**src/rtl/fifo_rd_stream.sv**
```systemverilog
// Read-side consumer for the dual-clock FIFO: pops into a small prefetch
// ring and re-presents words as a registered valid/ready stream.
module fifo_rd_stream #(
    parameter  int DATASIZE = 8,
    parameter  int PDEPTH   = 2,
    parameter  int CNTW     = 16,
    localparam int OW       = $clog2(PDEPTH + 1),
    localparam int IW       = $clog2(PDEPTH)
) (
    input  logic                rclk,
    input  logic                rrst,
    input  logic [DATASIZE-1:0] rdata,
    input  logic                rempty,
    output logic                rinc,
    output logic                out_valid,
    input  logic                out_ready,
    output logic [DATASIZE-1:0] out_data,
    input  logic                flush,
    output logic [OW-1:0]       occupancy,
    output logic [CNTW-1:0]     rd_count
);

    logic [DATASIZE-1:0] r_mem [PDEPTH];
    logic [IW-1:0]       r_head;
    logic [IW-1:0]       r_tail;
    logic [OW-1:0]       r_occ;
    logic                r_valid;
    logic [CNTW-1:0]     r_cnt;

    logic                w_push;
    logic                w_pop;
    logic [OW-1:0]       w_occ_nxt;

    function automatic logic [IW-1:0] f_next(input logic [IW-1:0] idx);
        return (idx == IW'(PDEPTH - 1)) ? '0 : idx + IW'(1);
    endfunction

    // Refill decision looks only at local occupancy, never at out_ready.
    always_comb begin
        rinc = ~rrst & ~flush & ~rempty & (r_occ < OW'(PDEPTH));
    end

    assign w_push = rinc;
    assign w_pop  = r_valid & out_ready;

    always_comb begin
        w_occ_nxt = r_occ;
        if (w_push && !w_pop) begin
            w_occ_nxt = r_occ + OW'(1);
        end else if (w_pop && !w_push) begin
            w_occ_nxt = r_occ - OW'(1);
        end
    end

    always_ff @(posedge rclk or posedge rrst) begin
        if (rrst) begin
            for (int i = 0; i < PDEPTH; i++) begin
                r_mem[i] <= '0;
            end
            r_head  <= '0;
            r_tail  <= '0;
            r_occ   <= '0;
            r_valid <= 1'b0;
            r_cnt   <= '0;
        end else begin
            if (w_pop) begin
                r_cnt <= r_cnt + CNTW'(1);
            end
            if (w_push) begin
                r_mem[r_tail] <= rdata;
            end
            if (flush) begin
                r_head  <= '0;
                r_tail  <= '0;
                r_occ   <= '0;
                r_valid <= 1'b0;
            end else begin
                if (w_push) begin
                    r_tail <= f_next(r_tail);
                end
                if (w_pop) begin
                    r_head <= f_next(r_head);
                end
                r_occ   <= w_occ_nxt;
                r_valid <= (w_occ_nxt != '0);
            end
        end
    end

    assign out_valid = r_valid;
    assign out_data  = r_mem[r_head];
    assign occupancy = r_occ;
    assign rd_count  = r_cnt;

endmodule

```
**config.mk**
```make
export PLATFORM = sky130hd
export DESIGN_NAME = fifo_rd_stream
export DESIGN_NICKNAME = d
export VERILOG_FILES = /design/src/rtl/fifo_rd_stream.sv
export SDC_FILE = /design/constraint.sdc
export NUM_CORES = 1
export LEC_CHECK = 0
export BUFFER_PORTS_ARGS = -buffer_cell sky130_fd_sc_hd__buf_2
export CAP_MARGIN = 0
export CORE_MARGIN = 2
export CORE_UTILIZATION = 35
export CTS_CLUSTER_SIZE = 14
export DETAILED_ROUTE_END_ITERATION = 12
export SLEW_MARGIN = 20
export SYNTH_ARGS = -nofsm -noshare
export SYNTH_HDL_FRONTEND = slang
export SYNTH_SLANG_ARGS = --single-unit
```
**constraint.sdc**
```tcl
create_clock -name rclk -period 1.5 [get_ports rclk]
set_input_delay 0.15 -clock rclk [delete_from_list [all_inputs] [get_ports rclk]]
set_output_delay 0.15 -clock rclk [all_outputs]
set_load 0.005 [all_outputs]
```
* After elaboration in Yosys (flattened, before gate mapping)
Index checks and enable logic that the tools add are counted.
** Storage, ports and cells
- Register bits after elaboration :: 37
- Bits of input ports :: 13
- Output and inout port bits :: 28
- Word-level logic and storage cells :: 49
** Cells by class
- Add/subtract/negate cells :: 5
- $lt $le $gt $ge :: 4
- Muxes and demuxes :: 16
- Bitwise operators :: 9
- Reduce and logical (&&, ||, !) cells :: 8
** Operator list (count)
- $mux 8 :: 4
- $add 16x1->16 const B :: 1
- $bwmux 16 :: 1
- $demux 8 s1 :: 1
- $mux 1 :: 7
- $mux 2 :: 3
- $reduce_bool 2->1 :: 3
- $and 1x1->1 :: 4
- $ge 2x2->1 const B :: 2
- $not 1->2 :: 2
- $logic_and 1x1->1 :: 3
- $not 1->1 :: 3
- $add 1x1->1 const B :: 2
- $add 2x1->2 const B :: 1
- $logic_not 1->1 :: 2
- $lt 2x1->1 const B :: 1
- $lt 2x2->1 const B :: 1
- $sub 2x1->2 const B :: 1

* Logic depth before layout (Yosys ltp)
Gate-level depths: netlist of the first run.
- Word-level depth :: 10
- Depth in mapped cells :: 5
- Gate-level depth less buffers :: 5

* Worst setup path after synthesis of the first run
Ideal clock, no wire load.
- Path type :: register to register
- Start point :: reg r_cnt[0] (netlist: rd_count[0])
- End point :: reg r_cnt[12] (netlist: rd_count[12])
- Setup time :: 0.123 ns
- Arrival time :: 1.197 ns
- Data required time :: 1.377 ns
- Path slack :: 0.180 ns
- Cell stages (with the launch flop) :: 6
- Buffers on the path :: 0
- Period minus slack after synthesis :: 1.320 ns
- Cell sequence :: dfrtp_1 ha_1 and3_1 and3_1 nand4_1 xnor2_1
** Between the ends
- Word-level cells in the longest chain between the ends :: 1
** Ends and longest elaborated chain
- from (decl) :: line 28 : logic [CNTW-1:0] r_cnt;
- from (signal assigned) :: line 67 : r_cnt <= r_cnt + CNTW'(1);
- $add 16x1->16 :: line 67
No other way between the ends.
A chain may end at the register's enable or synchronous reset.

* Final worst setup path of the first run
- Start point :: reg r_head
- End point :: out out_data[5]
** Between the ends
- Word-level cells in the longest chain between the ends :: 4
** Ends and longest elaborated chain
- from (decl) :: line 24 : logic [IW-1:0] r_head;
- from (signal assigned) :: line 82 : r_head <= f_next(r_head);
- $not 1->2 (not written as such) :: line 91 : assign out_data = r_mem[r_head];
- $mux 8 (not written as such) (3 in a row) :: line 91
- to (decl) :: line 17 : output logic [DATASIZE-1:0] out_data,
No other way between the ends. The select of a mux whose other input is x is not followed.

==> results.sh, run 1 <==
export IMPL_status="complete, no violations"
export IMPL_grt_pass1_wl_um=5350
export IMPL_grt_met2_usage_pct=21.2
export IMPL_synth_xor_xnor_area_share_pct=9.90
export IMPL_synthMuxAreaShare_pct=18.5
export IMPL_final_util_pct=44.9
export IMPL_min_period_ps=1420
export IMPL_drt_drc_violations_left=0
export IMPL_dp_hpwl_um=2290
export IMPL_cts_tree="built"
export IMPL_diodes=0
export IMPL_synth_fa_ha_area_share_pct=0.745
export IMPL_hold_violations=0
export IMPL_clkLatencyLatePin_ps=280
export IMPL_io_pins=41
export IMPL_synth_top_area_share_pct=55.1
export IMPL_cp_required_ps=1350
export IMPL_met1_usage_pct=16.7
export IMPL_met3_usage_pct=3.84
export IMPL_core_mm2=0.00466
export IMPL_hp_class="in -> reg"
export IMPL_slew_headroom_pct=69.5
export IMPL_grt_pass1_vias=1137
export IMPL_cts_made_buffers=5
export IMPL_start_util_pct=36.1
export IMPL_synth_simple_area_share_pct=12.5
export IMPL_power_w=0.00270
export IMPL_dp_slack_ps=39.7
export IMPL_vias=1143
export IMPL_hold_ws_ps=91.9
export IMPL_cp_arrival_ps=1270
export IMPL_synthCells=126
export IMPL_tns_ps=0
export IMPL_switchingPower_w=0.000762
export IMPL_fin_ws_ps=76.9
export IMPL_switching_share_pct=28.2
export IMPL_synthTopCellsByArea="dfrtp_1, mux2_2, xnor2_1"
export IMPL_ant_nets=0
export IMPL_synth_nets=140
export IMPL_pwr_density_cell_mw_per_mm2=1290
export IMPL_grt_overflow_total=0
export IMPL_cp_top_family="flip-flops"
export IMPL_synth_top_family_by_area="multiplexers"
export IMPL_die_area_mm2=0.00537
export IMPL_intPower_w=0.00194
export IMPL_drive_gt1_share_pct=48.6
export IMPL_synth_edf_count=0
export IMPL_gp_congestion=0.805
export IMPL_slew_viol_final=0
export IMPL_rsz0062_at_grt="false"
export IMPL_slowest_stage="dfrtp_2"
export IMPL_ys_warn_count=0
export IMPL_ys_seq_area_share_pct=55.1
export IMPL_final_nets=192
export IMPL_clockPowerShare_pct=24.2
export IMPL_antenna_found_initial=0
export IMPL_clock_sinks=37
export IMPL_drv_cap=0
export IMPL_setup_viol=0
export IMPL_worst_slew_pin_slew_ps=457
export IMPL_slowest_delay_ps=490
export IMPL_die_h_um=73.3
export IMPL_grt_usage_pct=13.1
export IMPL_max_freq_mhz=703
export IMPL_peakVddDrop_v=0.000682
export IMPL_cp_cell_sequence="mux2_2 > buf_2"
export IMPL_drt_iter0_markers=19
export IMPL_syn_area_mm2=0.00168
export IMPL_p_leak_nw=1.10
export IMPL_skew_ps=5.10
export IMPL_clk_pin_slew_worst_paths_ps=70
export IMPL_synth_ff_type="dfrtp_1"
export IMPL_yosysTopAreaCell="dfrtp_1"
export IMPL_end_kind="primary output"
export IMPL_syn_area_per_cell_um2=13.3
export IMPL_ys_async_sr_fraction_pct=100
export IMPL_finalCritPeriodShare_pct=94.9
export IMPL_worst_setup_path_start_kind="register"
export IMPL_synth_seq_cells=37
export IMPL_path_buf_inv=1
export IMPL_grt_start_max_net_pins=38
export IMPL_comb_power_share_pct=25.7
export IMPL_row_count=25
export IMPL_num_fill_cells=437
export IMPL_routedWlPerCell_um=13.6
export IMPL_clockBufferDepth=2
export IMPL_grt_busiest_layer="met2"
export IMPL_dr_pass1_iters=4
export IMPL_seqPwrFrac_pct=50.2
export IMPL_synth_compound_area_share_pct=1.64
export IMPL_crit_fanout=9
export IMPL_htree_levels=2
export IMPL_syn2layout_area_growth_pct=24.4
export IMPL_dieWidth_um=73.3
export IMPL_yosysUniqueCellTypes=27
export IMPL_post_drt_via_cell_ratio=4.91
export IMPL_port_buffers=40
export IMPL_drt_total_wl_um=3170
export IMPL_cts_root_buf="clkbuf_8"
export IMPL_critPathKind="reg -> out"
==> power by group through the flow <==
stage | registers [W] | logic (W) | clock network, W
3_3_place_gp | 0.00135 | 0.000665 | 0
2_1_floorplan | 0.00135 | 0.000407 | 0
6_report | 0.00135 | 0.000693 | 0.000653
5_1_grt | 0.00139 | 0.000763 | 0.000725
4_1_cts | 0.00135 | 0.000695 | 0.000678
3_5_place_dp | 0.00137 | 0.000690 | 0
==> layout make-up <==
type	instances	area, µm²	area share [%]
well taps	54	67.6	3.23
clock inverters	2	10.0	0.479
inverters	3	13.8	0.658
repair buffers	47	255	12.2
multi-input cells	84	744	35.6
flip-flops and latches	37	927	44.3
clock buffers	6	72.6	3.47
==> cells in the mapped netlist, types with 2 or more instances <==
| library cell | count |
|---|---|
| inv_1 | 2 |
| nor2_1 | 4 |
| dfrtp_1 | 37 |
| mux2_4 | 8 |
| nand2_1 | 6 |
| nand2_2 | 3 |
| and2_1 | 2 |
| nand4_1 | 3 |
| and3_1 | 7 |
| mux2_1 | 3 |
| mux2_2 | 14 |
| xor2_1 | 3 |
| nand3_1 | 5 |
| xnor2_1 | 16 |
==> worst reg2reg max path: cells and delay by family, from the launching register on <==
family           cells  cell delay (ps)
flip-flops           1              420
multiplexers         1              370
AND/OR/NAND/NOR      3              500
==> metal layers <==
metal	wire length, µm	vias up
met5	0	-
met4	32	0
met3	169	5
met2	1480	36
met1	1490	566
li1	-	536
==> cell families (layout without fill, tap and decap cells) <==
| group | count (synthesis) | count (layout) |
|---|---|---|
| muxes | 25 | 25 |
| DFF | 37 | 37 |
| buffers and inverters | 5 | 58 |
| and+or+nand+nor | 35 | 35 |
| AOI/OAI and AO/OA | 4 | 4 |
| xor gates and xnor gates | 19 | 19 |
| adders and majority gates | 1 | 1 |
==> flip-flops by register name, summed over array words and instances (netlist names) <==
name / cells
r_mem: 16
rd_count: 16
occupancy: 2
out_valid: 1
r_head: 1
r_tail: 1
==> timing repair <==
action                                  in CTS  in global routing
gates resized for setup                      1                  4
hold endpoints to repair                    21                  0
endpoints found under the setup margin       8                 10
buffers inserted                             0                  2
hold buffers                                 1                  0
pin swaps                                    0                  3
==> layout by cell type (no fill, tap or decap) <==
cell / Yosys / final
nor2_1: 4 / 3
nand4_1: 3 / 3
nor2_4: 1 / 1
dfrtp_1: 37 / 36
and2_1: 2 / 2
dlygate4sd3_1: 0 / 1
and3_1: 7 / 6
dfrtp_2: 0 / 1
ha_1: 1 / 1
clkbuf_8: 0 / 5
o21ai_0: 1 / 1
and4_1: 1 / 1
nand2_2: 3 / 2
nand2_1: 6 / 6
xnor2_1: 16 / 15
clkinv_2: 0 / 2
xnor2_2: 0 / 1
buf_2: 1 / 40
inv_4: 1 / 1
mux2_1: 3 / 3
buf_4: 1 / 6
nand3_1: 5 / 5
mux2_2: 14 / 14
xor2_1: 3 / 3
and3_2: 0 / 1
a21oi_1: 1 / 1
a211oi_1: 1 / 1
o311a_1: 1 / 1
nor3_4: 1 / 1
inv_1: 2 / 2
mux2_4: 8 / 8
nand2_4: 1 / 2
nor2_2: 1 / 2
clkbuf_1: 0 / 1
==> stage by stage <==
stage | cell area [µm²] | instances
2_1_floorplan | 1680 | 126
3_3_place_gp | 1970 | 222
3_5_place_dp | 1970 | 222
4_1_cts | 2060 | 231
5_1_grt | 2090 | 233
6_report | 2090 | 233
==> worst paths after layout <==
kind | start | end | slack [ps] | depth (start not counted)
max reg2reg | occupancy[1]$_DFF_PP0_ | r_mem[9]$_DFFE_PP0P_ | 90 | 4
min reg2reg | rd_count[15]$_DFFE_PP0P_ | rd_count[15]$_DFFE_PP0P_ | 470 | 1
min in group asynchronous | rrst | out_valid$_DFF_PP0_ | 530 | 4
max | r_head$_DFFE_PP0P_ | out_data[5] | 80 | 2
max in group asynchronous | rrst | r_head$_DFFE_PP0P_ | 620 | 4
min | flush | r_head$_DFFE_PP0P_ | 90 | 2
No activity file was read; power rests on OpenSTA's default activity.
==> run 2: changes to the inputs <==
CTS_BUF_LIST = sky130_fd_sc_hd__clkbuf_8   (was default)
RECOVER_POWER = 50   (was default)
clock period = 1.2 ns   (was 1.5 ns; I/O delays follow)
==> run 2 against run 1 <==
Effect of this change: clock-buffer cell count rose by 1; sequential power is 24% higher; the run now ends with negative setup slack left; critical endpoint is now out_data[1]; global-route usage up 2.2 points; core utilization up 9.1 points; critical path type unchanged; critical path depth grew 1; largest power group unchanged; combinational power is 92% higher; setup slack got worse by 250 ps; wire length grew 22%; die area did not move.
==> results.sh, run 2 (synthesized netlist as in run 1, its figures left out) <==
export IMPL_grt_pass1_vias=1279
export IMPL_core_mm2=0.00466
export IMPL_cp_cell_sequence="buf_6 > mux2_4 > buf_6"
export IMPL_syn2layout_area_growth_pct=49.7
export IMPL_gp_congestion=0.840
export IMPL_min_period_ps=1370
export IMPL_clockBufferDepth=2
export IMPL_layout_cells_non_filler=258
export IMPL_drv_cap=0
export IMPL_slowest_delay_ps=420
export IMPL_crit_fanout=5
export IMPL_post_drt_via_cell_ratio=4.88
export IMPL_start_util_pct=36.1
export IMPL_grt_usage_pct=15.3
export IMPL_dr_pass1_iters=4
export IMPL_dp_slack_ps=-161
export IMPL_grt_start_max_net_pins=38
export IMPL_max_freq_mhz=730
export IMPL_hold_ws_ps=74.0
export IMPL_rsz0062_at_grt="true"
export IMPL_cp_startpoint="r_head$_DFFE_PP0P_"
export IMPL_antenna_found_initial=0
export IMPL_final_util_pct=54.0
export IMPL_drive_gt1_share_pct=66.7
export IMPL_skew_ps=3.12
export IMPL_p_leak_nw=1.32
export IMPL_cp_required_ps=1080
export IMPL_clkLatencyLatePin_ps=290
export IMPL_path_common_cell="buf_6"
export IMPL_die_area_mm2=0.00537
export IMPL_row_count=25
export IMPL_vias=1260
export IMPL_worst_slew_pin_slew_ps=501
export IMPL_fin_area_mm2=0.00251
export IMPL_slew_viol_final=0
export IMPL_end_kind="primary output"
export IMPL_diodes=0
export IMPL_drt_total_wl_um=3880
export IMPL_status="finished, violations left"
export IMPL_dp_hpwl_um=2560
export IMPL_timing_rr_start="rd_count[0]$_DFFE_PP0P_"
export IMPL_htree_levels=2
export IMPL_cts_root_buf="clkbuf_8"
export IMPL_crit_end="out_data[1]"
export IMPL_dieWidth_um=73.3
export IMPL_cts_made_buffers=5
export IMPL_cp_arrival_ps=1250
export IMPL_violations="negative setup slack"
export IMPL_placed_area_mm2=0.00211
export IMPL_final_nets=217
export IMPL_hp_class="in -> reg"
export IMPL_peakVddDrop_v=0.000728
export IMPL_clock_sinks=37
export IMPL_critPathKind="reg -> out"
export IMPL_hold_violations=0
export IMPL_finalCritPeriodShare_pct=114
export IMPL_slowest_stage="dfrtp_2"
export IMPL_worstReg2RegEnd="rd_count[12]$_DFFE_PP0P_"
export IMPL_grt_pass1_wl_um=6110
export IMPL_slew_headroom_pct=66.6
export IMPL_cts_tree="built"
export IMPL_port_buffers=40
export IMPL_dp_cells=238
export IMPL_routedWlPerCell_um=15.0
export IMPL_io_pins=41
export IMPL_die_h_um=73.3
export IMPL_layout_common_cells="buf_2, dfrtp_1, buf_4"
export IMPL_clk_pin_slew_worst_paths_ps=70
export IMPL_ant_nets=0
export IMPL_drt_drc_violations_left=0
export IMPL_rrSetupSlack_ps=-170
export IMPL_fin_ws_ps=-170
export IMPL_grt_overflow_total=0
export IMPL_pwr_density_cell_mw_per_mm2=1580
export IMPL_r2r_cells=5
export IMPL_setup_viol=36
export IMPL_min_path_cells=2
export IMPL_worst_setup_path_start_kind="register"
export IMPL_num_fill_cells=405
export IMPL_drt_iter0_markers=22
-- run 2: critical path: cells and delay by family (launching register included) --
kind	cells	cell delay (ps)
mux	1	290
buf+inv	2	260
flops	1	420
-- run 2: metal layers --
metal | up-vias | GRT usage [%] | routed length [µm] | share of wire (%)
met4 | 0 | 4.85 | 54 | 1.4
met2 | 41 | 25.4 | 1970 | 51
li1 | 587 | - | - | -
met1 | 626 | 18.6 | 1630 | 42
met3 | 6 | 5.49 | 225 | 5.8
met5 | - | 0 | 0 | 0
-- run 2: worst min path at each step --
stage | startpoint | end | slack [ps]
floorplan | flush | r_head$_DFFE_PP0P_ | 190
global placement | rrst | out_valid$_DFF_PP0_ | 200
detailed placement | rrst | occupancy[0]$_DFF_PP0_ | 200
CTS | rdata[7] | r_mem[7]$_DFFE_PP0P_ | 60
global route | rdata[3] | r_mem[11]$_DFFE_PP0P_ | 50
finish | rdata[7] | r_mem[7]$_DFFE_PP0P_ | 70
-- run 2: stage by stage --
| stage | total power, W | setup TNS (ps) |
|---|---|---|
| final | 0.00397 | -3450 |
| after global routing | 0.00420 | -5780 |
| after CTS | 0.00387 | -3000 |
| after detailed placement | 0.00267 | -2350 |
| after global placement | 0.00261 | -1250 |
| after floorplan | 0.00220 | -1940 |
-- run 2: final cells by class --
type | instances | area, µm² | share of cell area, %
clock buffer | 7 | 96.3 | 3.83
clock inverter | 1 | 5.00 | 0.199
inverter | 3 | 13.8 | 0.547
multi-input combinational | 84 | 891 | 35.4
sequential | 37 | 927 | 36.9
tap | 54 | 67.6 | 2.69
timing repair buffer | 72 | 514 | 20.4
-- run 2: power by group --
part / switching, W / leakage (nW) / total (W) / internal (W)
combinational: 0.000486 / 0.782 / 0.00133 / 0.000844
sequential: 0.000190 / 0.481 / 0.00168 / 0.00149
clock: 0.000436 / 0.0542 / 0.000955 / 0.000519
total: 0.00111 / 1.32 / 0.00397 / 0.00286
-- run 2: repair_timing --
item / 4_1_cts / 5_1_grt
setup buffers: 9 / 5
hold buffers: 1 / 0
pin swaps: 17 / 11
setup endpoints to repair: 36 / 41
gates cloned: 0 / 0
gates resized for setup: 27 / 21
hold endpoints to repair: 37 / 0
==> run 3: changes to the inputs <==
CORE_UTILIZATION = 23   (was 35)
==> run 3 against run 2 <==
Effect of this change: the flow still finishes with violations (negative setup slack); fmax down 1.4%; total power is 4.8% higher; largest power group unchanged; cell count up 18%; core utilization shrank 17 points; via count down 1.8%; setup slack got worse by 19 ps; global-route usage down 5.2 points; sequential share of layout area shrank 1.9 points; combinational power up 23%.
==> results.sh, run 3 (synthesized netlist as in run 1, its figures left out) <==
export IMPL_status="finished, violations left"
export IMPL_violations="negative setup slack"
export IMPL_power_w=0.00416
export IMPL_final_nets=220
export IMPL_rsz0062_at_grt="true"
export IMPL_slowest_stage="dfrtp_1"
export IMPL_finalCritPeriodShare_pct=116
export IMPL_grt_start_max_net_pins=38
export IMPL_hold_ws_ps=91.0
export IMPL_cts_made_buffers=5
export IMPL_drv_cap=0
export IMPL_htree_levels=2
export IMPL_crit_fanout=8
export IMPL_skew_ps=3.32
export IMPL_final_util_pct=36.9
export IMPL_worst_setup_path_start_kind="register"
export IMPL_timing_rr_start="rd_count[0]$_DFFE_PP0P_"
export IMPL_clkLatencyLatePin_ps=280
export IMPL_critPathKind="reg -> out"
export IMPL_drt_total_wl_um=3870
export IMPL_dr_pass1_iters=3
export IMPL_antenna_found_initial=0
export IMPL_layout_common_cells="dfrtp_1, buf_2, buf_6"
export IMPL_post_drt_via_cell_ratio=4.06
export IMPL_cts_root_buf="clkbuf_8"
export IMPL_hp_start="rdata[2]"
export IMPL_clockBufferDepth=2
export IMPL_gp_congestion=0.696
export IMPL_setup_viol=33
export IMPL_core_mm2=0.00718
export IMPL_slew_headroom_pct=65.3
export IMPL_diodes=0
export IMPL_peakVddDrop_v=0.000385
export IMPL_grt_pass1_wl_um=6110
export IMPL_io_pins=41
export IMPL_max_freq_mhz=720
export IMPL_pwr_density_cell_mw_per_mm2=1570
export IMPL_vias=1237
export IMPL_grt_usage_pct=10.1
export IMPL_fin_ws_ps=-190
export IMPL_drive_gt1_share_pct=64.1
export IMPL_cp_arrival_ps=1270
export IMPL_dieWidth_um=89.5
export IMPL_drt_drc_violations_left=0
export IMPL_min_period_ps=1390
export IMPL_dp_hpwl_um=2560
export IMPL_worst_slew_pin_slew_ps=520
export IMPL_grt_pass1_vias=1310
export IMPL_slowest_delay_ps=410
export IMPL_die_area_mm2=0.00801
export IMPL_p_leak_nw=1.34
export IMPL_row_count=31
export IMPL_slew_viol_final=0
export IMPL_clock_sinks=37
export IMPL_cp_required_ps=1080
export IMPL_start_util_pct=23.4
export IMPL_die_h_um=89.5
export IMPL_routedWlPerCell_um=12.7
export IMPL_cp_startpoint="r_head$_DFFE_PP0P_"
export IMPL_hp_class="in -> reg"
export IMPL_end_kind="primary output"
export IMPL_cp_cell_sequence="buf_12 > mux2_4 > buf_6"
export IMPL_hold_violations=0
export IMPL_final_common_cell="dfrtp_1"
export IMPL_cts_tree="built"
export IMPL_ant_nets=0
export IMPL_syn2layout_area_growth_pct=57.8
export IMPL_drt_iter0_markers=15
export IMPL_port_buffers=40
export IMPL_clk_pin_slew_worst_paths_ps=70
export IMPL_grt_overflow_total=0
export IMPL_dp_slack_ps=-129
run 3: cell types whose count changed in the layout (fill, tap and decap cells not counted), sizes merged:
cell and change:
inv +1, clkinv -1, buf +3, clkbuf -1
run 3: worst max-delay path, delay by kind of cell (launching register included):
family / cells / cell delay, ps
buffers and inverters: 2 / 270
DFF: 1 / 410
muxes: 1 / 300
run 3: what timing repair did:
| action | 4_1_cts | 5_1_grt |
|---|---|---|
| pin swaps | 11 | 13 |
| hold buffers | 1 | 0 |
| buffers inserted | 10 | 7 |
| setup endpoints to repair | 37 | 41 |
| endpoints found under the hold margin | 37 | 0 |
| resized for setup | 33 | 26 |
run 3: worst paths after layout:
kind                                            endpoint  slack, ps  cells after the start
max in group asynchronous        rd_count[9]$_DFFE_PP0P_        260                      4
worst max register to register  rd_count[12]$_DFFE_PP0P_       -110                      5
worst max-delay path                         out_data[0]       -190                      3
min in group asynchronous             r_tail$_DFFE_PP0P_        540                      4
worst min register to register  rd_count[15]$_DFFE_PP0P_        470                      1
worst min-delay path               r_mem[10]$_DFFE_PP0P_         90                      2
run 3: where the power goes:
part | switching (W) | internal (W)
Combinational | 0.000543 | 0.00109
Clock | 0.000406 | 0.000447
Sequential | 0.000182 | 0.00149
run 3: stage by stage:
stage / TNS (ps) / cells / instance area, µm²
floorplan: -1940 / 126 / 1700
global placement: -1190 / 282 / 2170
detailed placement: -1790 / 282 / 2170
CTS: -3100 / 300 / 2510
global route: -4890 / 305 / 2650
finish: -3200 / 305 / 2650
run 3: final cells by class:
| type | count | area (µm²) |
|---|---|---|
| Clock buffer | 6 | 82.6 |
| Clock inverter | 1 | 3.75 |
| Sequential cell | 37 | 927 |
| Inverter | 3 | 13.8 |
| Multi-Input combinational cell | 84 | 886 |
| Timing Repair Buffer | 75 | 614 |
| Fill cell | 707 | 4520 |
| Tap cell | 99 | 124 |
run 3: per-layer routing:
layer	share of wire (%)	track usage (%)
met1	42	12.1
met2	52	16.9
met4	1.7	4.07
met3	4.5	3.14
met5	0	0
